<file path="src/rtl/lemming_dig_arbiter.sv">
// Round-robin arbiter granting a single dig slot to one of N lemmings at a time.
// Each grant is bounded to MAX_DIG cycles and is followed by a COOLDOWN gap.
module lemming_dig_arbiter #(
  parameter int N        = 4,
  parameter int MAX_DIG  = 16,
  parameter int COOLDOWN = 2,
  localparam int ID_W    = $clog2(N)
) (
  input  logic            clk,
  input  logic            areset_n,
  input  logic [N-1:0]    req,
  input  logic [N-1:0]    done,
  input  logic            abort,
  output logic [N-1:0]    gnt,
  output logic [ID_W-1:0] gnt_id,
  output logic            busy,
  output logic            timeout
);

  localparam int DIG_W  = (MAX_DIG  > 1) ? $clog2(MAX_DIG)  : 1;
  localparam int COOL_W = (COOLDOWN > 1) ? $clog2(COOLDOWN) : 1;

  typedef enum logic [1:0] {S_IDLE, S_GRANT, S_COOL} state_t;

  state_t            state_q, state_d;
  logic [ID_W-1:0]   ptr_q, ptr_d;
  logic [DIG_W-1:0]  cnt_q, cnt_d;
  logic [COOL_W-1:0] cool_q, cool_d;
  logic [N-1:0]      gnt_d;
  logic [ID_W-1:0]   gnt_id_d;
  logic              timeout_d;

  // Rotate req so that bit 0 is the lemming at the round-robin pointer.
  logic [N-1:0]      req_rot;
  logic [ID_W-1:0]   pick;
  int                pick_off;
  int                pick_sum;

  assign req_rot = N'({req, req} >> ptr_q);

  // NOTE: every variable written here gets a default first, so no path leaves
  // it unassigned and no latch is inferred.
  always_comb begin
    pick_off = 0;
    for (int k = N - 1; k >= 0; k--) begin
      if (req_rot[k]) pick_off = k;
    end
    pick_sum = int'(ptr_q) + pick_off;
    if (pick_sum >= N) pick_sum = pick_sum - N;
    pick = ID_W'(pick_sum);
  end

  logic early_release;
  logic expired;

  assign early_release = done[gnt_id] | ~req[gnt_id] | abort;
  assign expired       = (cnt_q == DIG_W'(MAX_DIG - 1));

  always_comb begin
    state_d   = state_q;
    ptr_d     = ptr_q;
    cnt_d     = cnt_q;
    cool_d    = cool_q;
    gnt_d     = gnt;
    gnt_id_d  = gnt_id;
    timeout_d = 1'b0;
    case (state_q)
      S_IDLE: begin
        if (|req && !abort) begin
          state_d  = S_GRANT;
          gnt_d    = N'(1) << pick;
          gnt_id_d = pick;
          cnt_d    = '0;
        end
      end
      S_GRANT: begin
        if (early_release || expired) begin
          state_d   = S_COOL;
          gnt_d     = '0;
          ptr_d     = (gnt_id == ID_W'(N - 1)) ? '0 : gnt_id + 1'b1;
          cool_d    = '0;
          // Only a pure expiry is reported; any coincident cause masks it.
          timeout_d = expired && !early_release;
        end else begin
          cnt_d = cnt_q + 1'b1;
        end
      end
      S_COOL: begin
        if (cool_q == COOL_W'(COOLDOWN - 1)) state_d = S_IDLE;
        else                                  cool_d  = cool_q + 1'b1;
      end
      default: state_d = S_IDLE;
    endcase
  end

  // NOTE: state registers use non-blocking assignments so every flop samples
  // the pre-edge values regardless of evaluation order.
  always_ff @(posedge clk or negedge areset_n) begin
    if (!areset_n) begin
      state_q <= S_IDLE;
      ptr_q   <= '0;
      cnt_q   <= '0;
      cool_q  <= '0;
      gnt     <= '0;
      gnt_id  <= '0;
      busy    <= 1'b0;
      timeout <= 1'b0;
    end else begin
      state_q <= state_d;
      ptr_q   <= ptr_d;
      cnt_q   <= cnt_d;
      cool_q  <= cool_d;
      gnt     <= gnt_d;
      gnt_id  <= gnt_id_d;
      busy    <= (state_d != S_IDLE);
      timeout <= timeout_d;
    end
  end

endmodule

</file>
<file path="config.mk">
export PLATFORM = sky130hd
export DESIGN_NAME = lemming_dig_arbiter
export DESIGN_NICKNAME = d
export VERILOG_FILES = /design/src/rtl/lemming_dig_arbiter.sv
export SDC_FILE = /design/constraint.sdc
export NUM_CORES = 1
export LEC_CHECK = 0
export CAP_MARGIN = 20
export CELL_PAD_IN_SITES_DETAIL_PLACEMENT = 2
export CELL_PAD_IN_SITES_GLOBAL_PLACEMENT = 2
export CORE_ASPECT_RATIO = 2
export CORE_UTILIZATION = 31
export DETAILED_ROUTE_END_ITERATION = 10
export PLACE_DENSITY = 0.73
export SLEW_MARGIN = 20
export SYNTH_ARGS = -nofsm -noshare
export SYNTH_HDL_FRONTEND = slang
export SYNTH_SLANG_ARGS = --single-unit
</file>
<file path="constraint.sdc">
create_clock -name clk -period 2.5 [get_ports clk]
set_clock_uncertainty 0.2 [all_clocks]
set_input_delay 0.625 -clock clk [delete_from_list [all_inputs] [get_ports clk]]
set_output_delay 0.625 -clock clk [all_outputs]
set_load 0.005 [all_outputs]
</file>
==> results of run 1 <==
per-layer routing:
layer  vias to the layer above  wire length, um  track usage
li1                        416                -            -
met1                       445              940       0.1683
met2                        17             1714       0.3750
met3                         6               52      0.01556
met4                         0               68      0.09355
met5                         -                0            0
cells by family (layout without fill, tap and decap cells):
logic type,count (synthesis),after routing,synth area share
AND/OR/NAND/NOR,44,44,0.2416
flip-flops,17,17,0.4370
buffers and inverters,8,42,0.03212
AO/OA/AOI/OAI,20,20,0.1877
adder cells (fa/ha/maj),3,3,0.03856
multiplexers,3,3,0.04627
XOR/XNOR,1,1,0.01671
report_power, final:
| part | total [mW] | switching, mW | internal, mW | leakage, nW |
|---|---|---|---|---|
| clock | 0.210 | 0.0968 | 0.113 | 0.0228 |
| sequential | 0.483 | 0.116 | 0.367 | 0.219 |
| combinational | 0.695 | 0.315 | 0.379 | 0.385 |
what timing repair did:
action,in CTS,in global routing
setup endpoints to repair,3,5
pin swaps,0,1
resized for setup,3,4
through the flow:
step	instances	worst slack (ps)	hold slack, ps
after floorplan	96	402.9	129.4
after global placement	156	-277.6	305.5
after detailed placement	156	-305.6	305.0
after CTS	160	0.9728	332.2
after global routing	160	11.60	353.1
final	160	83.38	327.3
layout by cell type, fill, tap and decap left out, types with 3 or more instances in the layout:
| master | synthesis | layout |
|---|---|---|
| nor2_1 | 8 | 8 |
| dfrtp_1 | 17 | 17 |
| inv_1 | 6 | 6 |
| nand2b_1 | 4 | 4 |
| mux2_4 | 3 | 3 |
| clkdlybuf4s50_1 | 0 | 15 |
| nand3_1 | 7 | 7 |
| buf_4 | 0 | 14 |
| clkbuf_8 | 0 | 3 |
| nand2_1 | 11 | 11 |
critical path, stage by stage:
cell	delay (ps)
clkdlybuf4s50_1	430
nor2b_1	160
a21oi_1	140
nor2_1	80
a211oi_2	210
a21oi_1	70
ha_2	200
xnor2_2	170
mux2_4	270
worst max path at each step:
stage	to	cells past startpoint	slack, ps
floorplan	gnt_id[1]$_DFFE_PN0P_	8	400
global placement	gnt_id[1]$_DFFE_PN0P_	9	-280
detailed placement	gnt_id[1]$_DFFE_PN0P_	8	-310
CTS	gnt_id[1]$_DFFE_PN0P_	9	1
global route	gnt_id[1]$_DFFE_PN0P_	9	10
finish	gnt_id[1]$_DFFE_PN0P_	9	80
final cells by class:
class | instances | area [um^2] | area share
Clock buffer | 4 | 45.04 | 0.03327
Timing Repair Buffer | 32 | 289.0 | 0.2135
Tap cell | 30 | 37.54 | 0.02773
Multi-Input combinational cell | 71 | 534.3 | 0.3946
Sequential cell | 17 | 425.4 | 0.3142
Inverter | 6 | 22.52 | 0.01664
flip-flops by register name, summed over array words and instances, names as in the netlist:
signal,flops
cool_q,1
ptr_q,2
state_q,2
gnt_id,2
busy,1
timeout,1
cnt_q,4
gnt,4
==> flow_metrics.tcl, run 1 <==
set metrics [dict create \
    status "completed" \
    clock-root-buffer "clkbuf_8" \
    diodes 0 \
    grt-ovfl-total 0 \
    fillerInstances 332 \
    place_area_um2 1287 \
    grt_pass1_wl_um 4685 \
    syn_to_final_growth_pct 39.07 \
    routedWlPerCell_um 17.34 \
    min_path_cells 1 \
    synth_top_area_share 0.4370 \
    finalHoldViolations 0 \
    grt_max_degree 18 \
    synth-seq-cells 17 \
    fin_area_um2 1354 \
    synth_flop_cell "dfrtp_1" \
    rr_endpoint "gnt_id[1]$_DFFE_PN0P_" \
    h-tree-depth 1 \
    cp-start-kind "input port" \
    first_pass_iters 3 \
    numPortBuffers 18 \
    worstMarginPinSlew_ps 329.8 \
    drc_errors 0 \
    max_freq_ghz 0.4138 \
    clock_sinks 17 \
    fin_total_pwr_mw 1.387 \
    path_max_fanout 5 \
    peakVddDrop_v 0.0004800 \
    synth.area.top_cells "dfrtp_1 (44%), mux2_4 (4.6%), nand2_1 (4.2%)" \
    hpwl_um 2228 \
    cts_buffer_depth 2 \
    avgSynthCellArea_um2 10.14 \
    async_flop_share 1.000 \
    end_kind "flop" \
    holdCritStartpoint "cnt_q[3]$_DFFE_PN0P_" \
    holdBufCountCts 0 \
    synth_top_cell_by_area "dfrtp_1" \
    finalMaxSlewViolations 0 \
    cts_tree "yes" \
    drive_above_1_share 0.2385 \
    start_util 0.3269 \
    fin_util 0.4546 \
    place.gp.congestion 0.7382 \
    routed_wirelength_um 2775 \
    yosysMostFrequentCell "dfrtp_1" \
    min_to "cnt_q[3]$_DFFE_PN0P_" \
    max_cap_violations 0 \
    worstSetupPathType "input port to flop" \
    syn_inst 96 \
    ys_top_cells_by_count "dfrtp_1 (17), nand2_1 (11), nor2_1 (8)" \
    pin_count 19 \
    r2r_setup_slack_ps 400 \
    die_x_um 41.63 \
    reg2reg_depth 8 \
    yosys_warnings 0 \
    cts_setup_buffers 0 \
    path_clk_slew_ps 70 \
    vias 884 \
    fin_crit_ps 2417 \
    grt_pass1_vias 1046 \
    final_nets 145 \
    final.setup.tns_ps 0 \
    synth.distinct_cells 38 \
    r2r-start "ptr_q[1]$_DFFE_PN0P_" \
    finalCritPeriodShare 0.9666 \
    grt_use_total 0.1822 \
    critPathRequiredTime_ps 2440 \
    antenna_found_initial 0 \
    synth_fp_nets 110 \
    seq_area_frac_synth 0.4370 \
    via_per_inst 5.525 \
    arrival_ps 2360 \
    leakage_nw 0.6271 \
    row_count 28 \
    die-area_um2 3382 \
    synth_edf_count 0 \
    slew_headroom 0.7801 \
    hold_path.class "flop to flop" \
    die_h_um 81.25 \
    powerDensity_nw_per_um2 1025 \
    ant_nets 0 \
    rsz0062_at_grt "no" \
    netlist_area_um2 973.4 \
    cts_buffers 3 \
    setup_violations 0 \
    core_area_um2 2978 \
    startpoint "req[3]" \
    clkLatencyLatePin_ps 250 \
    drt_iter0_drc 6 \
]
No activity file was read; power rests on OpenSTA's default activity.
==> inputs of run 2 (changes only) <==
==> constraint.sdc (replaced) <==
create_clock -name clk -period 2.5 [get_ports clk]
set_clock_uncertainty 0.2 [all_clocks]
set_input_delay 0.5 -clock clk [delete_from_list [all_inputs] [get_ports clk]]
set_output_delay 0.5 -clock clk [all_outputs]
set_load 0.005 [all_outputs]
==> run 2 against run 1 <==
Against the previous run:
- core utilization down 1.5 points
- highest routed layer unchanged
- design area down 3.2%
- sequential cell count unchanged
- largest cell class unchanged
==> flow_metrics.tcl, run 2 (synthesis results as in run 1) <==
set metrics [dict create \
    antenna_found_initial 0 \
    fin_crit_ps 2365 \
    fin_hold_ws_ps 322.3 \
    hold_path.class "flop to flop" \
    worstSetupPathType "input port to flop" \
    place_area_um2 1257 \
    critPathRequiredTime_ps 2450 \
    p_switching_mw 0.5222 \
    cts_buffer_depth 2 \
    p_comb_frac 0.488 \
    routed_wirelength_um 2806 \
    rsz0062_at_grt "no" \
    grt_max_degree 18 \
    top_regs "cnt_q x4, gnt x4" \
    syn_to_final_growth_pct 34.58 \
    fin_total_pwr_mw 1.361 \
    p_int_mw 0.8383 \
    die_x_um 41.63 \
    first_pass_iters 3 \
    place.gp.congestion 0.7490 \
    grt_busiest_layer "met2" \
    most-common-layout-cells "clkdlybuf4s50_1 (18), dfrtp_1 (17), nand2_1 (11), buf_4 (10), nor2_1 (8)" \
    cts_resized 0 \
    ant_nets 0 \
    setup_violations 0 \
    drc_errors 0 \
    holdBufCountCts 0 \
    pin_count 19 \
    r2r_setup_slack_ps 390 \
    core_area_um2 2978 \
    vias 857 \
    worst_slack_ps 134.6 \
    gr-usage-met2 0.3750 \
    p_seq_frac 0.353 \
    slew_headroom 0.7294 \
    cts_setup_buffers 0 \
    grt_use_total 0.1865 \
    finalCritPeriodShare 0.9462 \
    status "completed" \
    finalHoldViolations 0 \
    start_util 0.3269 \
    drt_iter0_drc 10 \
    worstMarginPinSlew_ps 402.2 \
    finalMaxSlewViolations 0 \
    max_freq_ghz 0.4228 \
    hpwl_um 2217 \
    grt-ovfl-total 0 \
    path_clk_slew_ps 70 \
    cts_tree "yes" \
    cts_buffers 3 \
    path_max_fanout 5 \
    arrival_ps 2310 \
    grt_pass1_vias 997 \
    end_kind "flop" \
    row_count 28 \
    dp_worst_setup_slack_ps -219.1 \
    via_per_inst 5.494 \
    peakVddDrop_v 0.0005818 \
    die-area_um2 3382 \
    use_met1 0.1676 \
    swShare 0.3838 \
    diodes 0 \
    powerDensity_nw_per_um2 1039 \
    met3_usage 0.03556 \
    routedWlPerCell_um 17.99 \
    final_common_cell "clkdlybuf4s50_1" \
    max_cap_violations 0 \
    clkLatencyLatePin_ps 260 \
    numPortBuffers 18 \
    fin_area_um2 1310 \
    pwr-share-clk 0.159 \
    cp-start-kind "input port" \
    clock_sinks 17 \
    clock-root-buffer "clkbuf_8" \
    h-tree-depth 1 \
    drive_above_1_share 0.1984 \
    final_nets 141 \
    die_h_um 81.25 \
    grt_pass1_wl_um 4678 \
    leakage_nw 0.5884 \
]
run 2: final timing paths:
path / depth (start not counted) / start / to
max reg2reg: 8 / ptr_q[1]$_DFFE_PN0P_ / gnt_id[1]$_DFFE_PN0P_
max in group asynchronous: 2 / areset_n / gnt[2]$_DFFE_PN0P_
min in group asynchronous: 2 / areset_n / cnt_q[2]$_DFFE_PN0P_
min reg2reg: 1 / cnt_q[3]$_DFFE_PN0P_ / cnt_q[3]$_DFFE_PN0P_
min: 1 / cnt_q[3]$_DFFE_PN0P_ / cnt_q[3]$_DFFE_PN0P_
max: 9 / req[2] / gnt_id[1]$_DFFE_PN0P_
run 2: layer usage:
metal,up-vias,part of all wire
li1,409,-
met1,427,0.34
met2,16,0.61
met3,5,0.031
met4,0,0.020
met5,-,0
run 2: area by class of cell:
type | instances | area [um^2]
well taps | 30 | 37.54
clock buffers | 4 | 45.04
multi-input cells | 71 | 524.3
fillers | 317 | 1668
repair buffers | 28 | 255.2
flip-flops and latches | 17 | 425.4
inverters | 6 | 22.52
run 2: metrics by stage:
stage	TNS, ps	cells	util
3_5_place_dp	-1244	152	0.4223
5_1_grt	0	156	0.4399
3_3_place_gp	-510.9	152	0.4223
4_1_cts	0	156	0.4374
6_report	0	156	0.4399
2_1_floorplan	0	96	-
run 2: power groups by stage:
| stage | Combinational [mW] | Sequential [mW] | Clock, mW |
|---|---|---|---|
| 2_1_floorplan | 0.414 | 0.454 | 0 |
| 3_3_place_gp | 0.633 | 0.479 | 0 |
| 3_5_place_dp | 0.667 | 0.486 | 0 |
| 4_1_cts | 0.674 | 0.482 | 0.223 |
| 5_1_grt | 0.726 | 0.500 | 0.231 |
| 6_report | 0.664 | 0.481 | 0.216 |
run 2: worst max-delay path: stages:
cell and delay [ps]:
clkdlybuf4s50_1 550, nand2_1 80, a21oi_1 160, nor2_1 60, a211oi_2 220, a21oi_1 70, ha_1 230, xnor2_2 190
mux2_4 270
